File: src/rtl/mem_to_axi4_master_pkg.sv
// Shared definitions for the core-memory-port to AXI4 master bridge:
// response codes, fixed transaction attributes and the controller state encoding.
package mem_to_axi4_master_pkg;

   localparam logic [1:0] RESP_OKAY   = 2'b00;
   localparam logic [1:0] RESP_EXOKAY = 2'b01;
   localparam logic [1:0] RESP_SLVERR = 2'b10;
   localparam logic [1:0] RESP_DECERR = 2'b11;

   localparam logic [7:0] LEN_SINGLE    = 8'd0;
   localparam logic [2:0] SIZE_4B       = 3'b010;
   localparam logic [1:0] BURST_INCR    = 2'b01;
   localparam logic [3:0] CACHE_DEFAULT = 4'b0011;
   localparam logic [2:0] PROT_DEFAULT  = 3'b000;

   typedef enum logic [2:0] {
      ST_IDLE,
      ST_RADDR,
      ST_RDATA,
      ST_WADDRDATA,
      ST_WRESP
   } state_e;

   // Both SLVERR and DECERR have the upper response bit set.
   function automatic logic resp_is_error(input logic [1:0] resp);
      return resp[1];
   endfunction

   function automatic logic resp_is_exokay(input logic [1:0] resp);
      return resp == RESP_EXOKAY;
   endfunction

endpackage

File: src/rtl/mem_to_axi4_master.sv
// Bridges the core memop/memaddr/memrdy port to a single-outstanding AXI4 master.
// Every request becomes one 32-bit single-beat transaction, optionally exclusive.
module mem_to_axi4_master
   import mem_to_axi4_master_pkg::*;
#(
   parameter int          C_M_AXI_ID_WIDTH      = 4,
   parameter int          C_M_AXI_ADDR_WIDTH    = 32,
   parameter int          C_M_AXI_DATA_WIDTH    = 32,
   parameter int          C_M_AXI_ID            = 0,
   parameter logic [31:0] C_M_AXI_MEM0_BASEADDR = 32'h00000000
) (
   input  logic                          M_AXI_ACLK,
   input  logic                          M_AXI_ARESETN,
   input  logic [1:0]                    memop,
   input  logic                          memlock,
   input  logic [C_M_AXI_ADDR_WIDTH-3:0] memaddr,
   input  logic [C_M_AXI_DATA_WIDTH-1:0] memdatain,
   input  logic [3:0]                    membyteselect,
   output logic [C_M_AXI_DATA_WIDTH-1:0] memdataout,
   output logic                          memrdy,
   output logic                          memerr,
   output logic                          memexok,
   output logic [C_M_AXI_ADDR_WIDTH-1:0] M_AXI_ARADDR,
   output logic                          M_AXI_ARVALID,
   input  logic                          M_AXI_ARREADY,
   output logic [C_M_AXI_ID_WIDTH-1:0]   M_AXI_ARID,
   output logic [7:0]                    M_AXI_ARLEN,
   output logic [2:0]                    M_AXI_ARSIZE,
   output logic [1:0]                    M_AXI_ARBURST,
   output logic                          M_AXI_ARLOCK,
   output logic [3:0]                    M_AXI_ARCACHE,
   output logic [2:0]                    M_AXI_ARPROT,
   input  logic [C_M_AXI_DATA_WIDTH-1:0] M_AXI_RDATA,
   input  logic                          M_AXI_RVALID,
   output logic                          M_AXI_RREADY,
   input  logic [1:0]                    M_AXI_RRESP,
   input  logic [C_M_AXI_ID_WIDTH-1:0]   M_AXI_RID,
   input  logic                          M_AXI_RLAST,
   output logic [C_M_AXI_ADDR_WIDTH-1:0] M_AXI_AWADDR,
   output logic                          M_AXI_AWVALID,
   input  logic                          M_AXI_AWREADY,
   output logic [C_M_AXI_ID_WIDTH-1:0]   M_AXI_AWID,
   output logic [7:0]                    M_AXI_AWLEN,
   output logic [2:0]                    M_AXI_AWSIZE,
   output logic [1:0]                    M_AXI_AWBURST,
   output logic                          M_AXI_AWLOCK,
   output logic [3:0]                    M_AXI_AWCACHE,
   output logic [2:0]                    M_AXI_AWPROT,
   output logic [C_M_AXI_DATA_WIDTH-1:0] M_AXI_WDATA,
   output logic                          M_AXI_WVALID,
   input  logic                          M_AXI_WREADY,
   output logic [3:0]                    M_AXI_WSTRB,
   output logic                          M_AXI_WLAST,
   output logic                          M_AXI_BREADY,
   input  logic [1:0]                    M_AXI_BRESP,
   input  logic                          M_AXI_BVALID,
   input  logic [C_M_AXI_ID_WIDTH-1:0]   M_AXI_BID
);

   localparam logic [C_M_AXI_ADDR_WIDTH-1:0] BASE_ADDR = C_M_AXI_ADDR_WIDTH'(C_M_AXI_MEM0_BASEADDR);
   localparam logic [C_M_AXI_ID_WIDTH-1:0]   AXI_ID    = C_M_AXI_ID_WIDTH'(C_M_AXI_ID);

   state_e                          state_q, state_d;
   logic [C_M_AXI_ADDR_WIDTH-1:0]   addr_q, addr_d;
   logic [C_M_AXI_DATA_WIDTH-1:0]   wdata_q, wdata_d;
   logic [3:0]                      wstrb_q, wstrb_d;
   logic                            lock_q, lock_d;
   logic                            aw_done_q, aw_done_d;
   logic                            w_done_q, w_done_d;
   logic [C_M_AXI_DATA_WIDTH-1:0]   rdata_q, rdata_d;
   logic                            err_q, err_d;
   logic                            exok_q, exok_d;

   // IDs and RLAST carry no information for a single-outstanding, single-beat master.
   logic unused_inputs;
   assign unused_inputs = ^{M_AXI_RID, M_AXI_RLAST, M_AXI_BID};

   // State and captured request/response registers; reset abandons any transaction.
   always_ff @(posedge M_AXI_ACLK or negedge M_AXI_ARESETN) begin
      if (!M_AXI_ARESETN) begin
         state_q   <= ST_IDLE;
         addr_q    <= '0;
         wdata_q   <= '0;
         wstrb_q   <= '0;
         lock_q    <= 1'b0;
         aw_done_q <= 1'b0;
         w_done_q  <= 1'b0;
         rdata_q   <= '0;
         err_q     <= 1'b0;
         exok_q    <= 1'b0;
      end else begin
         state_q   <= state_d;
         addr_q    <= addr_d;
         wdata_q   <= wdata_d;
         wstrb_q   <= wstrb_d;
         lock_q    <= lock_d;
         aw_done_q <= aw_done_d;
         w_done_q  <= w_done_d;
         rdata_q   <= rdata_d;
         err_q     <= err_d;
         exok_q    <= exok_d;
      end
   end

   // Next-state logic: accept in IDLE, walk the AXI handshakes, latch the response.
   always_comb begin
      state_d   = state_q;
      addr_d    = addr_q;
      wdata_d   = wdata_q;
      wstrb_d   = wstrb_q;
      lock_d    = lock_q;
      aw_done_d = aw_done_q;
      w_done_d  = w_done_q;
      rdata_d   = rdata_q;
      err_d     = err_q;
      exok_d    = exok_q;
      case (state_q)
         ST_IDLE: begin
            if (memop != 2'b00) begin
               state_d   = memop[1] ? ST_RADDR : ST_WADDRDATA;
               addr_d    = {memaddr, 2'b00} + BASE_ADDR;
               wdata_d   = memdatain;
               wstrb_d   = membyteselect;
               lock_d    = memlock;
               aw_done_d = 1'b0;
               w_done_d  = 1'b0;
            end
         end
         ST_RADDR: begin
            if (M_AXI_ARREADY) begin
               state_d = ST_RDATA;
            end
         end
         ST_RDATA: begin
            if (M_AXI_RVALID) begin
               rdata_d = M_AXI_RDATA;
               err_d   = resp_is_error(M_AXI_RRESP);
               exok_d  = resp_is_exokay(M_AXI_RRESP);
               state_d = ST_IDLE;
            end
         end
         ST_WADDRDATA: begin
            if (M_AXI_AWREADY) begin
               aw_done_d = 1'b1;
            end
            if (M_AXI_WREADY) begin
               w_done_d = 1'b1;
            end
            if (aw_done_d && w_done_d) begin
               state_d = ST_WRESP;
            end
         end
         ST_WRESP: begin
            if (M_AXI_BVALID) begin
               err_d   = resp_is_error(M_AXI_BRESP);
               exok_d  = resp_is_exokay(M_AXI_BRESP);
               state_d = ST_IDLE;
            end
         end
         default: begin
            state_d = ST_IDLE;
         end
      endcase
   end

   // Handshake outputs decoded from the current state and the write-pair flags.
   always_comb begin
      memrdy        = (state_q == ST_IDLE);
      M_AXI_ARVALID = (state_q == ST_RADDR);
      M_AXI_RREADY  = (state_q == ST_RDATA);
      M_AXI_AWVALID = (state_q == ST_WADDRDATA) && !aw_done_q;
      M_AXI_WVALID  = (state_q == ST_WADDRDATA) && !w_done_q;
      M_AXI_BREADY  = (state_q == ST_WRESP);
   end

   assign memdataout    = rdata_q;
   assign memerr        = err_q;
   assign memexok       = exok_q;

   assign M_AXI_ARADDR  = addr_q;
   assign M_AXI_ARID    = AXI_ID;
   assign M_AXI_ARLEN   = LEN_SINGLE;
   assign M_AXI_ARSIZE  = SIZE_4B;
   assign M_AXI_ARBURST = BURST_INCR;
   assign M_AXI_ARLOCK  = lock_q;
   assign M_AXI_ARCACHE = CACHE_DEFAULT;
   assign M_AXI_ARPROT  = PROT_DEFAULT;

   assign M_AXI_AWADDR  = addr_q;
   assign M_AXI_AWID    = AXI_ID;
   assign M_AXI_AWLEN   = LEN_SINGLE;
   assign M_AXI_AWSIZE  = SIZE_4B;
   assign M_AXI_AWBURST = BURST_INCR;
   assign M_AXI_AWLOCK  = lock_q;
   assign M_AXI_AWCACHE = CACHE_DEFAULT;
   assign M_AXI_AWPROT  = PROT_DEFAULT;

   assign M_AXI_WDATA   = wdata_q;
   assign M_AXI_WSTRB   = wstrb_q;
   assign M_AXI_WLAST   = 1'b1;

endmodule

File: config.mk
export PLATFORM = sky130hd
export DESIGN_NAME = mem_to_axi4_master
export DESIGN_NICKNAME = d
export VERILOG_FILES = /design/src/rtl/mem_to_axi4_master_pkg.sv /design/src/rtl/mem_to_axi4_master.sv
export SDC_FILE = /design/constraint.sdc
export NUM_CORES = 1
export LEC_CHECK = 0
export BUFFER_PORTS_ARGS = -buffer_cell sky130_fd_sc_hd__buf_2
export CELL_PAD_IN_SITES_DETAIL_PLACEMENT = 1
export CELL_PAD_IN_SITES_GLOBAL_PLACEMENT = 2
export CORE_ASPECT_RATIO = 1.5
export CORE_MARGIN = 4
export CORE_UTILIZATION = 27
export CTS_CLUSTER_DIAMETER = 150
export DETAILED_ROUTE_END_ITERATION = 8
export HOLD_SLACK_MARGIN = 0.02
export PLACE_DENSITY_LB_ADDON = 0.1
export SLEW_MARGIN = 15
export SYNTH_ARGS = -nofsm -noshare
export SYNTH_HDL_FRONTEND = slang
export SYNTH_SLANG_ARGS = --single-unit
File: constraint.sdc
create_clock -name M_AXI_ACLK -period 2.1 [get_ports M_AXI_ACLK]
set_input_delay 0.315 -clock M_AXI_ACLK [delete_from_list [all_inputs] [get_ports M_AXI_ACLK]]
set_output_delay 0.315 -clock M_AXI_ACLK [all_outputs]
set_load 0.01 [all_outputs]
==> metrics.txt, run 1 <==
gpl congestion=0.730; top cells by area, synth=dfrtp_1, mux2_4, buf_4; CTS buffer count=9; area grow syn2layout=25.5%; Hold Path End=M_AXI_ARADDR[30]$_DFFE_PN0P_; CP arrival=2.03 ns; setup TNS=0 ns; Crit path largest cell delay=0.50 ns; hold path depth=2; Clock Pin Slew Worst Setup and Hold Paths=0.07 ns; DR DRC count=0; Max Fanout on Critical Path=20; Clock Latency Late Sink=0.35 ns; FF-to-FF Start=state_q[1]$_DFFE_PN0P_; P_leak=3.41 nW; power density of the placed cells=1620 mW/mm^2; Via Count=3225; Die Y=178 um; row count=61; cell taking the most area after synthesis=dfrtp_1; Synth top area share=51.2%; critical path cell sequence=nor3_2 -> o21a_4 -> buf_12 -> mux2_2; status=completed; number of global-route vias before repair=3501; Starting Density=27.7%; CP Launch Type=flip-flop; Power Total=10.5 mW; crit-path leading delay family=flip-flops; synthesized area per cell=15.1 um^2; Post-CTS Setup Bufs=0; die area=0.0215 mm^2; WL final=13.7 mm; worst flop-to-flop path endpoint=M_AXI_ARADDR[4]$_DFFE_PN0P_; HP Class=primary input to flip-flop; beginning of the worst hold path=memaddr[28]; CP endpoint kind=flip-flop; Total GRT Usage=12.4%; Post-Synthesis Cells=343; initial antenna violation count=0; Top Ports=312; CTS tree=done; max-cap violations=0; Fin Clk Skew=0.00677 ns; DP Wirelength=10.6 mm; NumNets Final=685; CP bufs+invs=1; Max rail drop VDD=0.506 mV; number of synthesized register bits=106; Root Driver=clkbuf_16; Data required, critical path=2.33 ns; Tmin final=1.79 ns; n_diodes=0; Synthesis Warnings=0; Reg2Reg Depth=4; Synth cell types=28; GRT overflow=0; largest net degree at the start of global routing=43; Final Slew Violations=0; port bufs=249; Crit-path slowest cell=dfrtp_1; fmax=557 MHz; RSZ-0062 raised after global routing=no; Die X=121 um; final hold violations=0; first-pass GRT wire length=20.3 mm; final number of setup-violating endpoints=0; number of vias per cell=3.93; hold slack=0.193 ns; Post-Syn Area=0.00518 mm^2; First DRT Iteration DRCs=91; Seq/Total Area, Yosys=51.2%; Clock Sinks=106; DR pass1 iterations=3; ANT nets after route=0; core area=0.0187 mm^2; final worst-path cycle share=85.4%; CP Class=flip-flop to flip-flop; Wirelength per Cell=16.7 um; worst reg2reg setup slack=0.31 ns; CTS H-tree lvls=3; Clock Path Buffers=2; layout cells sized above 1=66.2%; Fillers=2109
-- metrics by stage --
step                      setup slack, ns  util, %  std cells  instance area [um^2]
final                               0.306     34.8        820                  6500
after global routing                0.190     34.8        820                  6500
after CTS                           0.271     34.8        820                  6500
after detailed placement            0.293     33.3        804                  6220
after global placement              0.322     33.3        804                  6220
after floorplan                     0.421        -        394                  5370
-- metal layers --
layer  track usage [%]  vias to the layer above  share of wire (%)
met5                 0                        -                  0
met4              4.25                        0                1.4
met3              2.77                       12                7.4
met2              23.3                      159                 55
met1              13.5                     1600                 36
li1                  -                     1454                  -
-- worst max-delay path by stage --
stage	from	end	depth (start not counted)	slack [ns]
global placement	state_q[1]$_DFFE_PN0P_	M_AXI_WDATA[25]$_DFFE_PN0P_	4	0.32
floorplan	state_q[1]$_DFFE_PN0P_	M_AXI_ARADDR[31]$_DFFE_PN0P_	6	0.42
global route	state_q[1]$_DFFE_PN0P_	M_AXI_WDATA[28]$_DFFE_PN0P_	4	0.19
CTS	state_q[1]$_DFFE_PN0P_	M_AXI_WDATA[27]$_DFFE_PN0P_	4	0.27
finish	state_q[1]$_DFFE_PN0P_	M_AXI_ARADDR[4]$_DFFE_PN0P_	4	0.31
detailed placement	state_q[1]$_DFFE_PN0P_	M_AXI_WDATA[25]$_DFFE_PN0P_	4	0.29
-- flip-flops by register name, summed over array words and instances, names as in the netlist --
register / count
M_AXI_ARADDR: 30
M_AXI_ARLOCK: 1
M_AXI_WDATA: 32
M_AXI_WSTRB: 4
aw_done_q: 1
memdataout: 32
memerr: 1
memexok: 1
state_q: 3
w_done_q: 1
-- what timing repair did --
| action | CTS | global route |
|---|---|---|
| hold buffers | 1 | 0 |
| endpoints found under the setup margin | 0 | 0 |
| endpoints found under the hold margin | 29 | 0 |
| resized for setup | 0 | 0 |
-- cells in the final DEF, fill, tap and decap left out --
cell and count:
nor3b_4 1, nor3b_1 1, buf_4 2, nor3_2 1, clkinvlp_4 2, o21a_4 1, nand2_1 1, mux2_2 15
o22ai_1 2, nand3b_1 1, o21ai_0 3, o311a_1 1, buf_12 6, mux2_4 85, inv_6 2, a22oi_1 1
clkinv_2 2, clkbuf_16 9, nand2b_1 1, a32oi_1 1, and2_4 1, dfrtp_1 106, nor3_1 1, buf_2 248
and3b_1 1, dlygate4sd3_1 1, a21oi_1 4, inv_1 6, o31ai_1 1, and3_1 1, nor3b_2 1, conb_1 53
nor2_1 6
-- kinds of logic (layout without fill, tap and decap cells) --
kind of cell | count (synthesis) | in the layout | synth area share, %
buffers and inverters | 104 | 278 | 16.8
other | 2 | 53 | 0.145
AND/OR/NAND/NOR | 17 | 17 | 2.27
multiplexers | 100 | 100 | 27.9
flip-flops | 106 | 106 | 51.2
AO/OA/AOI/OAI | 14 | 14 | 1.72
-- final cells by class --
type | count | area [um^2] | share of cell area (%)
clock buffers | 9 | 225 | 3.46
clock inverters | 6 | 42.5 | 0.654
multi-input cells | 184 | 1860 | 28.6
well taps | 252 | 315 | 4.85
flip-flops and latches | 106 | 2650 | 40.8
inverters | 6 | 22.5 | 0.346
repair buffers | 257 | 1390 | 21.3
-- synth_stat cells --
master / count
o22ai_1: 2
nor2_1: 6
and3b_1: 1
o21ai_0: 3
conb_1: 2
a22oi_1: 1
mux2_2: 15
inv_1: 6
buf_12: 7
and3_1: 1
a21oi_1: 4
nand2b_1: 1
buf_6: 6
o21a_1: 1
buf_4: 85
nor3b_1: 1
dfrtp_1: 106
nor3_1: 1
nor3b_2: 1
and2_4: 1
nand3b_1: 1
o31ai_1: 1
mux2_4: 85
a32oi_1: 1
o311a_1: 1
nand2_1: 1
nor3b_4: 1
nor3_2: 1
-- report_power, final --
group	internal (mW)	switching, mW
clock	0.803	0.772
sequential	3.09	0.636
combinational	2.91	2.31
total	6.80	3.72
Power figures use the tool's default switching activity.
==> run 2: changes to the inputs <==
==> config.mk (replaced) <==
export PLATFORM = sky130hd
export DESIGN_NAME = mem_to_axi4_master
export DESIGN_NICKNAME = d
export VERILOG_FILES = /design/src/rtl/mem_to_axi4_master_pkg.sv /design/src/rtl/mem_to_axi4_master.sv
export SDC_FILE = /design/constraint.sdc
export NUM_CORES = 1
export LEC_CHECK = 0
export BUFFER_PORTS_ARGS = -buffer_cell sky130_fd_sc_hd__buf_2
export CORE_AREA = 4 4 121 123
export CTS_CLUSTER_DIAMETER = 150
export DETAILED_ROUTE_END_ITERATION = 8
export DIE_AREA = 0 0 125 127
export HOLD_SLACK_MARGIN = 0.02
export PLACE_DENSITY = 0.72
export SLEW_MARGIN = 15
export SYNTH_ARGS = -nofsm -noshare
export SYNTH_HDL_FRONTEND = slang
export SYNTH_SLANG_ARGS = --single-unit
==> run 2 against run 1 <==
Register-to-register slack about the same. Largest cell class unchanged. Clock skew barely moved. Largest power group unchanged. Clock power is 13% higher. Utilization rose by 13 points. Critical path depth stayed put. Via count down 2.0%. Critical endpoint is now M_AXI_ARADDR[14]$_DFFE_PN0P_. Total power increased by 1.3%. Worst setup slack gained 0.0065 ns.
==> metrics.txt, run 2 (same netlist as run 1, synthesis figures left out) <==
CP endpoint kind=flip-flop (unchanged); Layout Cells excl Fill=751 (was 820); ANT nets after route=0 (unchanged); fraction of power consumed by the clock network=16.6% (was 15.0%); Setup WS post-layout=0.312 ns (was 0.306 ns); die area=0.0159 mm^2 (was 0.0215 mm^2); Root Driver=clkbuf_16 (unchanged); Hold Buf Count CTS=1 (unchanged); n_diodes=0 (unchanged); Net Sw Power=3.58 mW (was 3.72 mW); largest net degree at the start of global routing=58 (was 43); CP Launch Point=state_q[1]$_DFFE_PN0P_ (unchanged); area grow syn2layout=24.7% (was 25.5%); power density of the placed cells=1650 mW/mm^2 (was 1620 mW/mm^2); Post-CTS Resized=0 (unchanged); First DRT Iteration DRCs=88 (was 91); CTS buffer count=9 (unchanged); fmax=559 MHz (was 557 MHz); Final Slew Violations=0 (unchanged); CP Class=flip-flop to flip-flop (unchanged); Max Fanout on Critical Path=22 (was 20); P_leak=3.44 nW (was 3.41 nW); Fillers=1247 (was 2109); Combinational Power Share=47.8% (was 49.6%); most common cell after layout, fill and taps aside=buf_2 (unchanged); layout cells sized above 1=66.2% (about the same); Post-CTS Setup Bufs=0 (unchanged); DR pass1 iterations=4 (was 3); number of global-route vias before repair=3305 (was 3501); WL final=11.0 mm (was 13.7 mm); Max rail drop VDD=0.695 mV (was 0.506 mV); port bufs=249 (unchanged); GRT overflow=0 (unchanged); Wirelength per Cell=14.6 um (was 16.7 um); status=completed (unchanged); Die Y=127 um (was 178 um); placed cells=735 (was 804); HP Class=primary input to flip-flop (unchanged); DP Wirelength=8.53 mm (was 10.6 mm); final worst-path cycle share=85.1% (was 85.4%); Total GRT Usage=13.2% (was 12.4%); CP Launch Type=flip-flop (unchanged); Starting Density=37.9% (was 27.7%); Flop pwr share=35.5% (was 35.4%); final number of setup-violating endpoints=0 (unchanged); Sw Share=33.6% (was 35.4%); Clock Sinks=106 (unchanged); CTS tree=done (unchanged); number of vias per cell=4.21 (was 3.93); FF-to-FF Start=state_q[1]$_DFFE_PN0P_ (unchanged); CP arrival=2.01 ns (was 2.03 ns); max-cap violations=0 (unchanged); Top Ports=312 (unchanged); DR DRC count=0 (unchanged); row count=43 (was 61); initial antenna violation count=0 (unchanged); Clock Path Buffers=2 (unchanged); first-pass GRT wire length=16.8 mm (was 20.3 mm); beginning of the worst hold path=M_AXI_BVALID (was memaddr[28]); RSZ-0062 raised after global routing=no (unchanged); CTS H-tree lvls=3 (unchanged); setup TNS=0 ns (unchanged); pre-CTS setup slack=0.320 ns (was 0.293 ns); internal power=7.07 mW (was 6.80 mW); Data required, critical path=2.32 ns (was 2.33 ns); Fin Clk Skew=0.00679 ns (was 0.00677 ns); Tmin final=1.79 ns (about the same); NumNets Final=688 (was 685); final hold violations=0 (unchanged); Clock Latency Late Sink=0.34 ns (was 0.35 ns); gpl congestion=0.842 (was 0.730); Clock Pin Slew Worst Setup and Hold Paths=0.07 ns (about the same); Die X=125 um (was 121 um); Power Total=10.7 mW (was 10.5 mW); most frequent cells in the layout=buf_2, dfrtp_1, mux2_4 (unchanged); Via Count=3162 (was 3225); core area=0.0137 mm^2 (was 0.0187 mm^2)
-- run 2: cell types whose count changed in the layout (fill, tap and decap cells not counted), sizes merged --
cell	previous run	this run
inv	8	6
clkinv	2	1
clkinvlp	2	1
clkbuf	9	11
bufinv	0	2
buf	256	259
-- run 2: final cells by class --
cell class,count,area [um^2],area share (%)
Sequential cell,106,2650,41.1
Multi-Input combinational cell,184,1860,28.8
Timing Repair Buffer,260,1380,21.4
Clock buffer,11,243,3.76
Tap cell,180,225,3.49
Clock inverter,4,76.3,1.18
Inverter,6,22.5,0.349
-- run 2: path summary, 6_finish.rpt --
| kind | depth (start not counted) | slack, ns | endpoint |
|---|---|---|---|
| max | 4 | 0.31 | M_AXI_ARADDR[14]$_DFFE_PN0P_ |
| min | 2 | 0.20 | state_q[2]$_DFFE_PN0P_ |
| max reg2reg | 4 | 0.31 | M_AXI_ARADDR[14]$_DFFE_PN0P_ |
| min reg2reg | 1 | 0.50 | M_AXI_WDATA[14]$_DFFE_PN0P_ |
| max in group asynchronous | 3 | 0.97 | M_AXI_ARADDR[9]$_DFFE_PN0P_ |
| min in group asynchronous | 2 | 0.47 | memerr$_DFFE_PN0P_ |
-- run 2: critical path: stages (launching register included) --
cell     delay (ns)
dfrtp_1        0.50
nor3_2         0.26
o21a_4         0.33
buf_12         0.24
mux2_4         0.32
-- run 2: stage by stage --
| step | hold slack, ns | area (um^2) | util (%) |
|---|---|---|---|
| floorplan | 0.0194 | 5370 | - |
| global placement | 0.302 | 6130 | 44.9 |
| detailed placement | 0.312 | 6130 | 44.9 |
| CTS | 0.172 | 6460 | 47.3 |
| global route | 0.180 | 6460 | 47.3 |
| finish | 0.197 | 6460 | 47.3 |
-- run 2: power groups by stage --
stage	registers, mW	clock network [mW]	logic, mW
3_3_place_gp	3.74	0	5.10
4_1_cts	3.80	1.85	5.18
3_5_place_dp	3.81	0	5.17
2_1_floorplan	4.19	0	3.51
6_report	3.79	1.77	5.10
5_1_grt	3.94	1.92	5.44
-- run 2: metal layers --
metal  track usage (%)  vias up  share of wire [%]
met5                 0        -                  0
met4              6.12        0                2.0
met3              3.68       15                8.4
met2              22.3      153                 51
met1              15.7     1538                 38
li1                  -     1456                  -
